$ cat config.mk
export PLATFORM = sky130hd
export DESIGN_NAME = bin_conv_mul_arbiter_flat
export DESIGN_NICKNAME = d
export VERILOG_FILES = /design/src/rtl/bin_conv_mul_arbiter_pkg.sv /design/src/rtl/bin_conv_mul_arbiter_if.sv /design/src/rtl/bin_conv_mul_arbiter_rr_arb.sv /design/src/rtl/bin_conv_mul_arbiter.sv /design/src/flat_wrapper.sv
export SDC_FILE = /design/constraint.sdc
export NUM_CORES = 1
export LEC_CHECK = 0
export CAP_MARGIN = 20
export CORE_ASPECT_RATIO = 1.1
export CORE_UTILIZATION = 45
export DETAILED_ROUTE_END_ITERATION = 7
export PLACE_DENSITY = 0.73
export SLEW_MARGIN = 20
export SYNTH_ARGS = -nofsm -noshare
export SYNTH_HDL_FRONTEND = slang
export SYNTH_SLANG_ARGS = --single-unit
export TNS_END_PERCENT = 1
$ cat constraint.sdc
create_clock -name ap_clk -period 5.9 [get_ports ap_clk]
set_input_delay 1.18 -clock ap_clk [delete_from_list [all_inputs] [get_ports ap_clk]]
set_output_delay 1.18 -clock ap_clk [all_outputs]
set_load 0.01 [all_outputs]
$ cat src/rtl/bin_conv_mul_arbiter_pkg.sv
// Shared types and helpers for the bin_conv multiplier arbiter.
// BIN_CONV_MUL_ARB_SAT_EN widens the carried product so the saturation test can see the high bits.
package bin_conv_mul_pkg;
  localparam int A_W     = 15;
  localparam int B_W     = 5;
  localparam int P_W     = 16;
  localparam int FULL_W  = A_W + B_W;
  localparam int MAX_REQ = 8;
  localparam int TAG_W   = 3;

  // Without saturation the bits above P_W never reach the output, so they are not carried.
`ifdef BIN_CONV_MUL_ARB_SAT_EN
  localparam int STG_P_W = FULL_W;
`else
  localparam int STG_P_W = P_W;
`endif

  typedef struct packed {
    logic               vld;
    logic [TAG_W-1:0]   id;
    logic [A_W-1:0]     a;
    logic [B_W-1:0]     b;
    logic [STG_P_W-1:0] p;
  } mul_stage_t;

  function automatic logic [STG_P_W-1:0] mul_p(input logic [A_W-1:0] a, input logic [B_W-1:0] b);
    return STG_P_W'(FULL_W'(a) * FULL_W'(b));
  endfunction

  // Returns {found, index} of the first set request at or after ptr, wrapping at n.
  function automatic logic [TAG_W:0] rr_pick(input logic [MAX_REQ-1:0] req,
                                             input logic [TAG_W-1:0] ptr, input int n);
    logic [TAG_W:0] res;
    int             idx;
    res = '0;
    for (int k = MAX_REQ - 1; k >= 0; k--) begin
      if (k < n) begin
        idx = (int'(ptr) + k) % n;
        if (req[idx[TAG_W-1:0]]) res = {1'b1, idx[TAG_W-1:0]};
      end
    end
    return res;
  endfunction
endpackage

$ cat src/rtl/bin_conv_mul_arbiter_if.sv
// Requester-side bus of the shared multiplier: operand handshake, tagged response, busy.
interface bin_conv_mul_arbiter_if #(parameter int NUM_REQ = 4);
  logic [NUM_REQ-1:0]                        req_valid;
  logic [NUM_REQ-1:0]                        req_ready;
  logic [NUM_REQ*bin_conv_mul_pkg::A_W-1:0]  req_a;
  logic [NUM_REQ*bin_conv_mul_pkg::B_W-1:0]  req_b;
  logic [NUM_REQ-1:0]                        rsp_valid;
  logic [NUM_REQ-1:0]                        rsp_ready;
  logic [bin_conv_mul_pkg::P_W-1:0]          rsp_p;
  logic                                      busy;

  modport master (output req_valid, req_a, req_b, rsp_ready,
                  input  req_ready, rsp_valid, rsp_p, busy);
  modport slave  (input  req_valid, req_a, req_b, rsp_ready,
                  output req_ready, rsp_valid, rsp_p, busy);
endinterface

$ cat src/rtl/bin_conv_mul_arbiter_rr_arb.sv
// Round-robin picker: first active request from ptr upward, one-hot grant plus index.
module bin_conv_mul_rr_arb
  import bin_conv_mul_pkg::*;
#(
  parameter int NUM_REQ = 4,
  parameter int ID_W    = $clog2(NUM_REQ)
)(
  input  logic [NUM_REQ-1:0] i_req,
  input  logic [ID_W-1:0]    i_ptr,
  input  logic               i_en,
  output logic [NUM_REQ-1:0] o_gnt,
  output logic [ID_W-1:0]    o_gnt_idx,
  output logic               o_gnt_vld
);
  logic [TAG_W:0] w_pick;

  assign w_pick    = rr_pick(MAX_REQ'(i_req), TAG_W'(i_ptr), NUM_REQ);
  assign o_gnt_vld = i_en & w_pick[TAG_W];
  assign o_gnt_idx = ID_W'(w_pick[TAG_W-1:0]);
  assign o_gnt     = o_gnt_vld ? (NUM_REQ'(1) << o_gnt_idx) : '0;
endmodule

$ cat src/rtl/bin_conv_mul_arbiter.sv
// One 15x5 multiplier shared by NUM_REQ lanes: RR grant, MUL_LAT-stage stallable pipe, tagged replies.
// Optional BIN_CONV_MUL_ARB_SAT_EN: saturate to 16'hFFFF and expose a sticky sat_flag.
module bin_conv_mul_arbiter
  import bin_conv_mul_pkg::*;
#(
  parameter int NUM_REQ = 4,
  parameter int ID_W    = $clog2(NUM_REQ),
  parameter int MUL_LAT = 3
)(
  input  logic                  ap_clk,
  input  logic                  ap_rst_n,
  bin_conv_mul_arbiter_if.slave bus
`ifdef BIN_CONV_MUL_ARB_SAT_EN
  ,
  output logic                  sat_flag
`endif
);
  localparam int LAST = MUL_LAT - 1;

  mul_stage_t          r_stg [MUL_LAT];
  logic [ID_W-1:0]     r_ptr;
  mul_stage_t          w_last;
  logic [NUM_REQ-1:0]  w_rsp_vld;
  logic [NUM_REQ-1:0]  w_gnt;
  logic [ID_W-1:0]     w_gnt_idx;
  logic                w_gnt_vld;
  logic                w_rsp_hs;
  logic                w_stall;
  logic                w_en;
  logic [A_W-1:0]      w_a;
  logic [B_W-1:0]      w_b;
  logic [P_W-1:0]      w_p;
  logic                w_busy;

  assign w_last = r_stg[LAST];

  always_comb begin
    w_rsp_vld = '0;
    for (int i = 0; i < NUM_REQ; i++)
      w_rsp_vld[i] = w_last.vld & (w_last.id == TAG_W'(i));
  end

  assign w_rsp_hs = |(w_rsp_vld & bus.rsp_ready);
  assign w_stall  = w_last.vld & ~w_rsp_hs;
  assign w_en     = ap_rst_n & ~w_stall;

  bin_conv_mul_rr_arb #(.NUM_REQ(NUM_REQ), .ID_W(ID_W)) u_arb (
    .i_req     (bus.req_valid),
    .i_ptr     (r_ptr),
    .i_en      (w_en),
    .o_gnt     (w_gnt),
    .o_gnt_idx (w_gnt_idx),
    .o_gnt_vld (w_gnt_vld)
  );

  always_comb begin
    w_a = '0;
    w_b = '0;
    for (int i = 0; i < NUM_REQ; i++) begin
      if (w_gnt_idx == ID_W'(i)) begin
        w_a = bus.req_a[i*A_W +: A_W];
        w_b = bus.req_b[i*B_W +: B_W];
      end
    end
  end

  // S0 registers operands; S1 does the multiply so it lands in the DSP's registered multiplier.
  always_ff @(posedge ap_clk) begin
    if (!ap_rst_n) begin
      for (int i = 0; i < MUL_LAT; i++) r_stg[i] <= '0;
      r_ptr <= '0;
    end else if (!w_stall) begin
      r_stg[0].vld <= w_gnt_vld;
      r_stg[0].id  <= TAG_W'(w_gnt_idx);
      r_stg[0].a   <= w_a;
      r_stg[0].b   <= w_b;
      r_stg[0].p   <= (MUL_LAT == 1) ? mul_p(w_a, w_b) : '0;
      for (int i = 1; i < MUL_LAT; i++) begin
        r_stg[i] <= r_stg[i-1];
        if (i == 1) r_stg[i].p <= mul_p(r_stg[0].a, r_stg[0].b);
      end
      if (w_gnt_vld)
        r_ptr <= (w_gnt_idx == ID_W'(NUM_REQ - 1)) ? '0 : w_gnt_idx + 1'b1;
    end
  end

`ifdef BIN_CONV_MUL_ARB_SAT_EN
  logic w_sat;
  logic r_sat;

  assign w_sat = |w_last.p[FULL_W-1:P_W];
  assign w_p   = w_sat ? '1 : w_last.p[P_W-1:0];

  always_ff @(posedge ap_clk) begin
    if (!ap_rst_n)             r_sat <= 1'b0;
    else if (w_rsp_hs & w_sat) r_sat <= 1'b1;
  end

  assign sat_flag = r_sat;
`else
  assign w_p = w_last.p;
`endif

  always_comb begin
    w_busy = 1'b0;
    for (int i = 0; i < MUL_LAT; i++) w_busy = w_busy | r_stg[i].vld;
  end

  assign bus.req_ready = w_gnt;
  assign bus.rsp_valid = w_rsp_vld;
  assign bus.rsp_p     = w_last.vld ? w_p : '0;
  assign bus.busy      = w_busy;
endmodule

$ cat src/flat_wrapper.sv
// flat-port wrapper written by rule: the top's interface ports become plain ports
module bin_conv_mul_arbiter_flat import bin_conv_mul_pkg::*;
#(
  parameter int NUM_REQ = 4,
  parameter int ID_W    = $clog2(NUM_REQ),
  parameter int MUL_LAT = 3
)
  (ap_clk, ap_rst_n, bus_req_valid, bus_req_a, bus_req_b, bus_rsp_ready, bus_req_ready, bus_rsp_valid, bus_rsp_p, bus_busy);
  bin_conv_mul_arbiter_if #(.NUM_REQ(NUM_REQ)) bus_i ();
  input  logic ap_clk;
  input  logic ap_rst_n;
  input wire logic [$bits(bus_i.req_valid)-1:0] bus_req_valid;
  input wire logic [$bits(bus_i.req_a)-1:0] bus_req_a;
  input wire logic [$bits(bus_i.req_b)-1:0] bus_req_b;
  input wire logic [$bits(bus_i.rsp_ready)-1:0] bus_rsp_ready;
  output wire logic [$bits(bus_i.req_ready)-1:0] bus_req_ready;
  output wire logic [$bits(bus_i.rsp_valid)-1:0] bus_rsp_valid;
  output wire logic [$bits(bus_i.rsp_p)-1:0] bus_rsp_p;
  output wire logic [$bits(bus_i.busy)-1:0] bus_busy;
  assign bus_i.req_valid = bus_req_valid;
  assign bus_i.req_a = bus_req_a;
  assign bus_i.req_b = bus_req_b;
  assign bus_i.rsp_ready = bus_rsp_ready;
  assign bus_req_ready = bus_i.req_ready;
  assign bus_rsp_valid = bus_i.rsp_valid;
  assign bus_rsp_p = bus_i.rsp_p;
  assign bus_busy = bus_i.busy;
  bin_conv_mul_arbiter #(.NUM_REQ(NUM_REQ), .ID_W(ID_W), .MUL_LAT(MUL_LAT)) u_core (.ap_clk(ap_clk), .ap_rst_n(ap_rst_n), .bus(bus_i));
endmodule
==> impl_metrics.ini <==
[floorplanning]
io_pins = 115
start_util = 0.465
die_h_um = 114
die_area_um2 = 11800
rows = 40
die_width_um = 103
core-area_um2 = 11000

[cells_and_area]
drive_gt1_frac = 0.0444
final_nets = 772
fin_util = 0.601
antennaDiodeCount = 0
instances_no_fill = 777
area_growth_pct = 29.2

[grt]
grt_max_degree = 42
grt_use_total = 0.185
first_global_vias = 3997
grt_overflow = 0
grt_pass1_wl_um = 16900
antenna_found_initial = 0

[clocking]
insertion_delay_ns = 0.33
clockBufferDepth = 2
cts_buffers = 9
h-tree-depth = 3
cts_sinks = 63
path_clk_slew_ns = 0.05
clockRootBuffer = clkbuf_16
postCtsSetupRepairBufs = 0
tritoncts = built
cts_resized = 0
hold_buffers = 0

[power]
p_seq_frac = 0.398
p_int_mw = 1.12
power_density_nw_per_um2 = 248
ir_worst_vdd_mv = 0.126
p_switching_mw = 0.516
total_leakage_power_nw = 2.86
fin_total_pwr_mw = 1.64
power.share.clock = 0.288
swShare = 0.315
p_comb_frac = 0.314

[synth]
postSynthAreaPerCell_um2 = 9.69
synthArstFlopShare = 0
synth_edf_count = 61
synth_cell_types = 45
mappedNetlistArea_um2 = 5100
synth_top_cell_by_area = edfxtp_1
synth_compound_area_frac = 0.112
synth-main-ff-cell = edfxtp_1
synthSimpleGateAreaFrac = 0.238
synth_nets = 673
ys_warn_count = 0
synth-xor-area-share = 0.0223
synth_mux_area_frac = 0.00442
ys_seq_area_frac = 0.367
synthAdderAreaFrac = 0.192
syn_inst = 526
yosys-top-cells-area = edfxtp_1, fa_1, and2_1, ha_1, inv_1
ys_ff_latch = 63
synth_top_area_frac = 0.359
synth_top_family_by_area = simple AND/OR/NAND/NOR gates

[drt]
drtIter0Drc = 118
vias = 4017
wl_um = 9710
route.detailed.drc = 0
detail_route.vias_per_cell = 5.17
wl_per_cell_um = 12.5
dr.pass1.iters = 4
ant_nets = 0

[job]
drv_cap = 0

[setup_path]
critPathKind = in2out
critPathMaxStageDelay_ns = 0.67
startpoint_type = input pin
cp.required_ns = 4.72
critPathSlowestCell = ha_1
worstPathCellList = clkdlybuf4s50_1 > inv_1 > a21oi_1 > nor2_1 > a211o_1 > inv_1 > ha_1 > and2_1 > clkdlybuf4s50_1
worstSetupEndpointType = primary output
cp.arrival_ns = 3.88
critPathMaxFanout = 23

[timing]
rsz0062_at_grt = false
tightestPinTransition_ns = 0.859
fin_crit_sh = 0.858
slew_viol_final = 0
setup_violations = 0
max_freq_mhz = 198
hold_viol = 0
slew_headroom = 0.422
skew_ns = 0.00706
fin_tns_setup_ns = 0
period_needed_ns = 5.06

[place]
dp.cells = 761
place_congestion = 0.818
io_buffers = 114
post-dp-hpwl_um = 7850

[outcome]
status = finished, final reports clean

[hold_path]
hp-class = reg2reg
Yosys cell counts (2+ instances only):
cell / n
and3_1: 27
buf_6: 4
dfxtp_1: 2
nor2_1: 44
xnor2_1: 13
and2_1: 63
nand2_1: 39
o21ai_1: 4
a221oi_1: 19
clkbuf_1: 23
inv_1: 48
o21bai_1: 2
fa_1: 35
ha_1: 22
nand3_1: 3
o22ai_1: 2
nor3b_1: 2
edfxtp_1: 61
a21oi_1: 33
a21o_1: 4
a211oi_1: 4
nor2b_1: 20
nor4_1: 2
nor3_1: 22
o21ai_0: 6
buf_2: 3
path summary, 6_finish.rpt:
check,start,end,slack [ns],cells past startpoint
worst min-delay path,u_core.r_stg[0][51],u_core.r_stg[0][91],0.55,1
worst min register to register,u_core.r_stg[0][51],u_core.r_stg[0][91],0.55,1
worst max-delay path,bus_req_valid[1],bus_req_ready[1],0.84,9
worst max register to register,u_core.r_stg[0][20],u_core.r_stg[0][54],1.75,13
kinds of logic (layout without fill, tap and decap cells):
| kind of cell | Yosys count | count (layout) |
|---|---|---|
| XOR/XNOR | 13 | 13 |
| AND/OR/NAND/NOR | 229 | 229 |
| flip-flops | 63 | 63 |
| buffers and inverters | 78 | 182 |
| adder cells (fa/ha/maj) | 57 | 57 |
| multiplexers | 1 | 1 |
| AO/OA/AOI/OAI | 85 | 85 |
flip-flops by register name, summed over array words and instances (netlist names):
signal / cells
u_core.r_ptr: 2
u_core.r_stg: 61
through the flow:
step / worst slack (ns) / cell area [um^2] / hold WS (ns)
finish: 0.840 / 6580 / 0.547
global placement: 0.982 / 6310 / 0.533
global route: 0.667 / 6580 / 0.563
detailed placement: 0.874 / 6310 / 0.535
floorplan: 2.01 / 5100 / 0.497
CTS: 0.871 / 6580 / 0.548
layer usage:
| metal | vias up | track usage | share of wire |
|---|---|---|---|
| li1 | 2003 | - | - |
| met1 | 1844 | 0.197 | 0.40 |
| met2 | 145 | 0.333 | 0.51 |
| met3 | 25 | 0.0509 | 0.066 |
| met4 | 0 | 0.0826 | 0.026 |
| met5 | - | 0 | 0 |
worst max-delay path: cells and delay by family:
family | cells | cell delay (ns)
buf+inv | 4 | 1.26
fa+ha+maj | 1 | 0.67
compound gates | 2 | 0.49
simple gates | 2 | 0.28
final cells by class:
| class | instances | area (um^2) |
|---|---|---|
| clock buffers | 9 | 225 |
| clock inverters | 7 | 48.8 |
| fillers | 918 | 4380 |
| inverters | 48 | 180 |
| multi-input cells | 385 | 2900 |
| flip-flops and latches | 63 | 1870 |
| well taps | 147 | 184 |
| repair buffers | 118 | 1170 |
cells in the final DEF, fill, tap and decap left out, types with 6 or more instances in the layout:
master	instances
edfxtp_1	61
o21ai_0	6
nor2_1	44
ha_1	22
xnor2_1	13
clkdlybuf4s50_1	114
nand2_1	38
nor2b_1	19
nor3_1	22
fa_1	35
a21oi_1	33
clkbuf_16	9
and3_1	27
a221oi_1	19
inv_1	48
and2_1	63
power groups by stage:
| stage | logic (mW) | registers, mW | clock network [mW] |
|---|---|---|---|
| after floorplan | 0.394 | 0.622 | 0 |
| after global placement | 0.498 | 0.654 | 0 |
| after detailed placement | 0.514 | 0.659 | 0 |
| after CTS | 0.518 | 0.650 | 0.483 |
| after global routing | 0.590 | 0.663 | 0.502 |
| final | 0.513 | 0.650 | 0.472 |
No activity file was read; power rests on OpenSTA's default activity.
